==> config.mk <==
export PLATFORM = sky130hd
export DESIGN_NAME = module_display_scan_flat
export DESIGN_NICKNAME = d
export VERILOG_FILES = /design/src/rtl/module_display_pkg.sv /design/src/rtl/module_display_scan_if.sv /design/src/rtl/module_prescaler.sv /design/src/rtl/module_display_scan.sv /design/src/flat_wrapper.sv
export SDC_FILE = /design/constraint.sdc
export NUM_CORES = 1
export LEC_CHECK = 0
export CAP_MARGIN = 5
export CORE_MARGIN = 2
export CORE_UTILIZATION = 30
export DETAILED_ROUTE_END_ITERATION = 8
export HOLD_SLACK_MARGIN = 0.08
export REMOVE_ABC_BUFFERS = 1
export SLEW_MARGIN = 10
export SYNTH_ARGS = -nofsm -noshare
export SYNTH_HDL_FRONTEND = slang
export SYNTH_SLANG_ARGS = --single-unit
==> constraint.sdc <==
create_clock -name clk -period 6.5 [get_ports clk]
set_clock_uncertainty 0.1 [all_clocks]
set_input_delay 0.975 -clock clk [delete_from_list [all_inputs] [get_ports clk]]
set_output_delay 0.975 -clock clk [all_outputs]
set_load 0.01 [all_outputs]
==> src/rtl/module_display_pkg.sv <==
// module_display_pkg: shared state type, digit count and cyclic digit search for the display scanner
package module_display_pkg;

    typedef enum logic [1:0] {IDLE, BLANK, SHOW} scan_state_t;

    localparam int NUM_DIGITS = 4;

    // First enabled index strictly after sel in cyclic order, falling back to sel itself last
    function automatic logic [1:0] next_enabled(input logic [1:0] sel, input logic [NUM_DIGITS-1:0] mask);
        logic [1:0] r;
        logic [1:0] idx;
        r = sel;
        for (int k = NUM_DIGITS; k >= 1; k--) begin
            idx = sel + 2'(k);
            if (mask[idx]) r = idx;
        end
        return r;
    endfunction

endpackage

==> src/rtl/module_display_scan_if.sv <==
// module_display_scan_if: digit mask in, mux select / anode drive / slot pulse out
interface module_display_scan_if;
    import module_display_pkg::*;

    logic [NUM_DIGITS-1:0] digit_en;
    logic [1:0]            sel;
    logic [NUM_DIGITS-1:0] an;
    logic                  slot_tick;

    modport master (output digit_en, input sel, an, slot_tick);
    modport slave  (input digit_en, output sel, an, slot_tick);

endinterface

==> src/rtl/module_prescaler.sv <==
// module_prescaler: free-running 0..DIV-1 counter with a tick on the last count and a hold-at-zero clear
module module_prescaler #(
    parameter int DIV = 10
) (
    input  logic clk,
    input  logic rst,
    input  logic clear,
    output logic tick
);

    localparam int PW = DIV > 1 ? $clog2(DIV) : 1;

    logic [PW-1:0] cnt_q;
    logic [PW-1:0] cnt_d;

    assign tick = cnt_q == PW'(DIV - 1);

    // Wrap on the last count, pin to zero while cleared
    always_comb begin
        cnt_d = (clear || tick) ? '0 : cnt_q + PW'(1);
    end

    // Count register
    always_ff @(posedge clk or posedge rst) begin
        if (rst) cnt_q <= '0;
        else     cnt_q <= cnt_d;
    end

endmodule

==> src/rtl/module_display_scan.sv <==
// module_display_scan: blanked, time-multiplexed scan of a 4-digit common-anode display
module module_display_scan
    import module_display_pkg::*;
#(
    parameter int CLK_HZ       = 27_000_000,
    parameter int DIGIT_HZ     = 1000,
    parameter int BLANK_CYCLES = 16
) (
    input logic                  clk,
    input logic                  rst,
    module_display_scan_if.slave bus
);

    localparam int DIV = CLK_HZ / DIGIT_HZ;
    localparam int BW  = BLANK_CYCLES > 1 ? $clog2(BLANK_CYCLES) : 1;

    generate
        if (DIV < BLANK_CYCLES + 2 || BLANK_CYCLES < 1) begin : g_bad_params
            $error("module_display_scan: DIV must be at least BLANK_CYCLES + 2 and BLANK_CYCLES at least 1");
        end
    endgenerate

    scan_state_t           state_q, state_d;
    logic [1:0]            sel_q, sel_d;
    logic [NUM_DIGITS-1:0] an_q, an_d;
    logic                  tick_q, tick_d;
    logic [BW-1:0]         blank_q, blank_d;
    logic                  presc_tick;

    module_prescaler #(.DIV(DIV)) u_prescaler (
        .clk   (clk),
        .rst   (rst),
        .clear (state_q == IDLE),
        .tick  (presc_tick)
    );

    // Next state, select, blank count and slot pulse; anodes follow the next state so they stay registered
    always_comb begin
        state_d = state_q;
        sel_d   = sel_q;
        blank_d = blank_q;
        tick_d  = 1'b0;
        case (state_q)
            IDLE: begin
                if (|bus.digit_en) begin
                    state_d = BLANK;
                    sel_d   = next_enabled(2'd3, bus.digit_en);
                    blank_d = '0;
                end
            end
            BLANK, SHOW: begin
                if (~|bus.digit_en) begin
                    state_d = IDLE;
                end else if (presc_tick) begin
                    state_d = BLANK;
                    sel_d   = next_enabled(sel_q, bus.digit_en);
                    blank_d = '0;
                    tick_d  = 1'b1;
                end else if (state_q == BLANK) begin
                    if (blank_q == BW'(BLANK_CYCLES - 1)) state_d = SHOW;
                    else                                  blank_d = blank_q + BW'(1);
                end
            end
            default: state_d = IDLE;
        endcase
        an_d = (state_d == SHOW && bus.digit_en[sel_d]) ? ~(4'b0001 << sel_d) : 4'b1111;
    end

    // State and output registers
    always_ff @(posedge clk or posedge rst) begin
        if (rst) begin
            state_q <= IDLE;
            sel_q   <= 2'b00;
            an_q    <= 4'b1111;
            tick_q  <= 1'b0;
            blank_q <= '0;
        end else begin
            state_q <= state_d;
            sel_q   <= sel_d;
            an_q    <= an_d;
            tick_q  <= tick_d;
            blank_q <= blank_d;
        end
    end

    assign bus.sel       = sel_q;
    assign bus.an        = an_q;
    assign bus.slot_tick = tick_q;

endmodule

==> src/flat_wrapper.sv <==
// flat-port wrapper written by rule: the top's interface ports become plain ports
module module_display_scan_flat import module_display_pkg::*;
#(
    parameter int CLK_HZ       = 27_000_000,
    parameter int DIGIT_HZ     = 1000,
    parameter int BLANK_CYCLES = 16
)
  (clk, rst, bus_digit_en, bus_sel, bus_an, bus_slot_tick);
  module_display_scan_if bus_i ();
  input logic clk;
  input logic rst;
  input wire logic [$bits(bus_i.digit_en)-1:0] bus_digit_en;
  output wire logic [$bits(bus_i.sel)-1:0] bus_sel;
  output wire logic [$bits(bus_i.an)-1:0] bus_an;
  output wire logic [$bits(bus_i.slot_tick)-1:0] bus_slot_tick;
  assign bus_i.digit_en = bus_digit_en;
  assign bus_sel = bus_i.sel;
  assign bus_an = bus_i.an;
  assign bus_slot_tick = bus_i.slot_tick;
  module_display_scan #(.CLK_HZ(CLK_HZ), .DIGIT_HZ(DIGIT_HZ), .BLANK_CYCLES(BLANK_CYCLES)) u_core (.clk(clk), .rst(rst), .bus(bus_i));
endmodule
Word level (Yosys, flattened, before mapping). Index checks and enable logic that the tools add are counted.

Add/sub/neg operators: 5. Order comparisons: 4. Eq/ne operators: 9. Shift-type cells: 1. Mux-type cells: 35. Bitwise logic cells: 1. Reductions and logical operators: 7.

Operators with widths (count): 2-bit two-way mux (13); 4-bit two-way mux (6); 15-bit by 1-bit adder with 15-bit output (second input constant) (1); 15-bit == test (second input constant) (1); 15-bit two-way mux (1); 2-bit by 3-bit less-than comparator with 1-bit output (second input constant) (4); 1-bit binary-select mux with 2-bit select (4); 1-bit two-way mux (8); 2-bit case mux with 2 select lines (2); 4-bit case mux with 2 select lines (1); 5-bit AND reduction (1); 2-bit adder (second input constant) (2); 4-bit by 1-bit adder with 4-bit output (second input constant) (1); 2-bit == test (second input constant) (2); 4-bit == test (second input constant) (1); 2-bit by 1-bit != test with 1-bit output (second input constant) (2); 4-bit NOT (1); 4-bit OR reduction (1); 1-bit by 2-bit << shifter with 4-bit output (first input constant) (1); 3-bit by 2-bit != test with 1-bit output (second input constant) (1); 3-bit != test (second input constant) (1); 2-bit by 1-bit adder with 2-bit output (second input constant) (1); 2-bit by 1-bit == test with 1-bit output (second input constant) (1); 2-bit zero test (1); other kinds (4) (4).

Register bits: 28. Input bits: 6. Output and inout bits: 7. Word-level logic and storage cells: 68.

Logic depth before layout (Yosys ltp).
Depth in word-level cells: 13. Mapped depth: 7. Gate-level depth less buffers: 7.

Hierarchy. A second synthesis with hierarchy kept.

Cell total of the unflattened synthesis: 162. Area total of the unflattened synthesis: 1614.0 um^2.

By module, submodules not included: module_display_scan (instances 1, cells each 87, area each 859.6 um^2, sequential area each 330.3 um^2); module_prescaler (instances 1, cells each 75, area each 754.5 um^2, sequential area each 375.4 um^2).

Worst setup path after synthesis. OpenSTA, ideal clock, no wires.

Path type: input to register. From: input bus_digit_en[0]. To: register u_core.an_q[3], in the netlist u_core.bus.an[3]. Library setup time: 0.094 ns. Data arrival time: 2.611 ns. Data required time: 6.306 ns. Setup slack: 3.694 ns. Cell stages on the path: 6. Path buffers: 1. Cell sequence: clkbuf_1 > or4_1 > o2bb2a_1 > o211ai_1 > a21oi_1 > or4_1.

Longest elaborated chain between the ends: 12. Elaborated cells between the ends (all ways): 25. Those cells by class: 1 x eq/ne; 1 x shift; 20 x mux; 1 x bitwise; 2 x reduce/logical.

RTL lines: start, declared (line flat_wrapper.sv:12) `input wire logic [$bits(bus_i.digit_en)-1:0] bus_digit_en;`; 1-bit binary-select mux with 2-bit select (line module_display_pkg.sv:15) `if (mask[idx]) r = idx;`; 1-bit two-way mux (implied by the code) (line module_display_pkg.sv:15); 2-bit two-way mux (3 in series) (line module_display_pkg.sv:15); 2-bit two-way mux (line module_display_scan.sv:54) `end else if (presc_tick) begin`; 2-bit two-way mux (line module_display_scan.sv:52) `if (~|bus.digit_en) begin`; 2-bit case mux with 2 select lines (line module_display_scan.sv:43) `case (state_q)`; 1-bit binary-select mux with 2-bit select (line module_display_scan.sv:66) `an_d = (state_d == SHOW && bus.digit_en[sel_d]) ? ~(4'b0001 << sel_d) : 4'b1111;`; 1-bit two-way mux (implied by the code) (line module_display_scan.sv:66); 1-bit logical AND (line module_display_scan.sv:66); 4-bit two-way mux * (line module_display_scan.sv:66); via u_core.an_d[3] (line module_display_scan.sv:25) `logic [NUM_DIGITS-1:0] an_q, an_d;`; end signal, assigned (line module_display_scan.sv:80) `an_q <= an_d;`; end, declared (line module_display_scan.sv:25).

Mark *: on every way through the listed nets, which the timed path passes. The rest lies on a longest branch. The select of a mux whose other input is x is not followed. A chain may end at the register's enable or synchronous reset.

Worst setup path in the final report. Ends and elaborated chain as after synthesis.

==> flow_summary.ini <==
[run_status]
status = completed

[worst_setup_path]
required_ns = 6.61
crit_chain = clkdlybuf4s50_1 > o41ai_1 > o21ai_0 > or2_2 > or4_1
r2r_slack_ns = 3.87
slowest_stage = o41ai_1
critPathKind = in -> reg
reg2reg_depth = 6
arrival_ns = 3.21
slowest_delay_ns = 0.70
critPathMaxFanout = 8
timing.rr.end = u_core.bus.an[3]
worstReg2RegStart = u_core.u_prescaler.cnt_q[0]
end_kind = register
start_kind = input pin

[worst_hold_path]
hold_depth = 1
hp-class = reg -> reg
hold_start = u_core.u_prescaler.cnt_q[0]
hold_end = u_core.u_prescaler.cnt_q[0]

[route]
drt_iter0_drc = 25
firstDrtPassIters = 4
drc = 0
postRouteAntennaNets = 0
avgRoutedWirePerCell_um = 12.8
dr_total_vias = 1235
vias_per_cell = 4.86
wirelength_mm = 3.24

[clock_tree]
clock_sink_count = 28
cts.clk_slew.worst_paths_ns = 0.09
clock_path_buffers = 2
htree_levels = 1
ctsHoldBuffers = 0
root_buffer = clkbuf_8
cts_resized = 0
cts_setup_buffers = 0
cts_buffers = 3
cts_tree = yes
clk_latency_ns = 0.28

[synthesis]
syn_area_um2 = 1600
ys_types = 40
ys_ff_latch = 28
yosys_warnings = 0
synth_edf_count = 0
synth_cells = 173
yosysSeqAreaShare_pct = 44.1
async_flop_share_pct = 100
syn_area_per_cell_um2 = 9.25
synth_top_flop_cell = dfrtp_1

[placed_design]
gp_congestion = 0.792
dp_cells = 250
dpl_worst_slack_ns = 3.13
io_buffers = 12
dp_hpwl_mm = 2.25

[timing]
tightest_slew_ns = 1.03
rsz0062_at_grt = false
timing.hold.ws_ns = 0.391
fin_crit_ns = 3.10
slew_viol_final = 0
setup_viol = 0
fmax_ghz = 0.323
tns_ns = 0
slew_headroom_pct = 31.0
hold_viol_final = 0
fin_crit_sh_pct = 47.7
finalWorstSetupSlack_ns = 3.40

[pwr]
power_density_nw_per_um2 = 306
ir_drop_v = 0.000133
power_leakage_nw = 0.789

[die]
die-area_um2 = 5930
die-width_um = 77.0
core_um2 = 5140
start_util_pct = 31.1
ios = 13
std_cell_rows = 26
die_y_um = 77.0

[global_routing]
antenna_found_initial = 0
grt_first_pass_wirelength_mm = 5.46
grt_usage_pct = 11.5
grt_max_degree = 29
grt.overflow.total = 0
grt_pass1_vias = 1190

[flow_run]
cap_violations = 0

[final_layout]
synthToLayoutAreaGrowth_pct = 16.2
nNetsFinal = 197
final_cells = 254
final_util_pct = 36.2
drive_gt1_share_pct = 8.70
num_antenna_cells = 0
routing by layer:
layer	vias to the layer above	GRT usage [%]	wire, µm
met5	-	0	0
met4	0	6.96	71
met3	4	1.76	106
met2	23	18.3	1510
met1	579	14.8	1550
li1	629	-	-
how the worst max path moves through the flow:
stage	from	end	slack (ns)
2_1_floorplan	bus_digit_en[1]	u_core.bus.an[3]	3.83
4_1_cts	bus_digit_en[0]	u_core.bus.an[3]	3.48
3_5_place_dp	bus_digit_en[0]	u_core.bus.an[3]	3.13
5_1_grt	bus_digit_en[0]	u_core.bus.an[3]	3.33
6_report	bus_digit_en[0]	u_core.bus.an[3]	3.40
3_3_place_gp	bus_digit_en[0]	u_core.bus.an[3]	3.18
cells by family (layout without fill, tap and decap cells):
family                   after synthesis  count (layout)  share of synthesized area (%)
flip-flops                            28              28                           44.1
XOR/XNOR                              13              13                           7.11
AND/OR/NAND/NOR                       73              73                           23.8
adder cells (fa/ha/maj)                6               6                           4.69
buffers and inverters                 18              29                           4.30
AO/OA/AOI/OAI                         35              35                           16.0
per-stage QoR:
stage	area, µm²	power, mW
after detailed placement	1790	0.435
after CTS	1860	0.578
after floorplan	1580	0.375
final	1860	0.570
after global routing	1860	0.617
after global placement	1790	0.431
critical path, delay by kind of cell:
| family | cells | cell delay (ns) |
|---|---|---|
| AND/OR/NAND/NOR | 2 | 0.72 |
| buffers and inverters | 1 | 0.54 |
| AO/OA/AOI/OAI | 2 | 0.97 |
synth_stat cells (3+ instances only):
cell type,n,area (µm²)
nand3_1,7,35.0
and3_1,5,31.3
xnor2_1,7,61.3
or4_1,3,22.5
clkbuf_1,4,15.0
nor3_1,4,20.0
dfrtp_1,24,601
o21ai_0,7,35.0
dfstp_2,4,105
inv_1,13,48.8
ha_1,6,75.1
xor2_1,6,52.6
nand2_1,13,48.8
o41ai_1,3,26.3
nor2_1,25,93.8
a21oi_1,10,50.1
cells in the final DEF, fill, tap and decap left out, types with 2 or more instances in the layout:
| cell | Yosys | final |
|---|---|---|
| or2_2 | 2 | 2 |
| nand4b_1 | 2 | 2 |
| or4_1 | 3 | 3 |
| nand2_1 | 13 | 13 |
| ha_1 | 6 | 6 |
| dfrtp_1 | 24 | 24 |
| dfstp_2 | 4 | 4 |
| nor2_1 | 25 | 25 |
| a21oi_1 | 10 | 10 |
| o21ai_0 | 7 | 7 |
| clkbuf_8 | 0 | 3 |
| nor3_1 | 4 | 4 |
| clkdlybuf4s50_1 | 0 | 12 |
| o21bai_1 | 2 | 2 |
| nor3b_1 | 2 | 2 |
| nand2b_1 | 2 | 2 |
| o41ai_1 | 3 | 3 |
| nand4bb_1 | 2 | 2 |
| nand3_1 | 7 | 7 |
| xnor2_1 | 7 | 7 |
| inv_1 | 13 | 13 |
| nand4_1 | 2 | 2 |
| xor2_1 | 6 | 6 |
| o21ba_2 | 2 | 2 |
| and3_1 | 5 | 5 |
registers in the layout, summed over array words and instances (netlist names):
signal / cells
u_core.bus.an: 4
u_core.state_q: 2
u_core.bus.sel: 2
u_core.bus.slot_tick: 1
u_core.blank_q: 4
u_core.u_prescaler.cnt_q: 15
power breakdown:
group	internal (mW)	leakage, nW	switching, mW
clock	0.0826	0.0357	0.0566
combinational	0.0815	0.387	0.104
sequential	0.203	0.366	0.0428
layout make-up:
type,count,area (µm²)
clock buffer,3,41.3
clock inverter,1,30.0
fill,549,3280
inverter,13,48.8
multi-input combinational,127,826
sequential,28,706
tap,70,87.6
timing repair buffer,12,120
(Power assumes the default switching activity.)
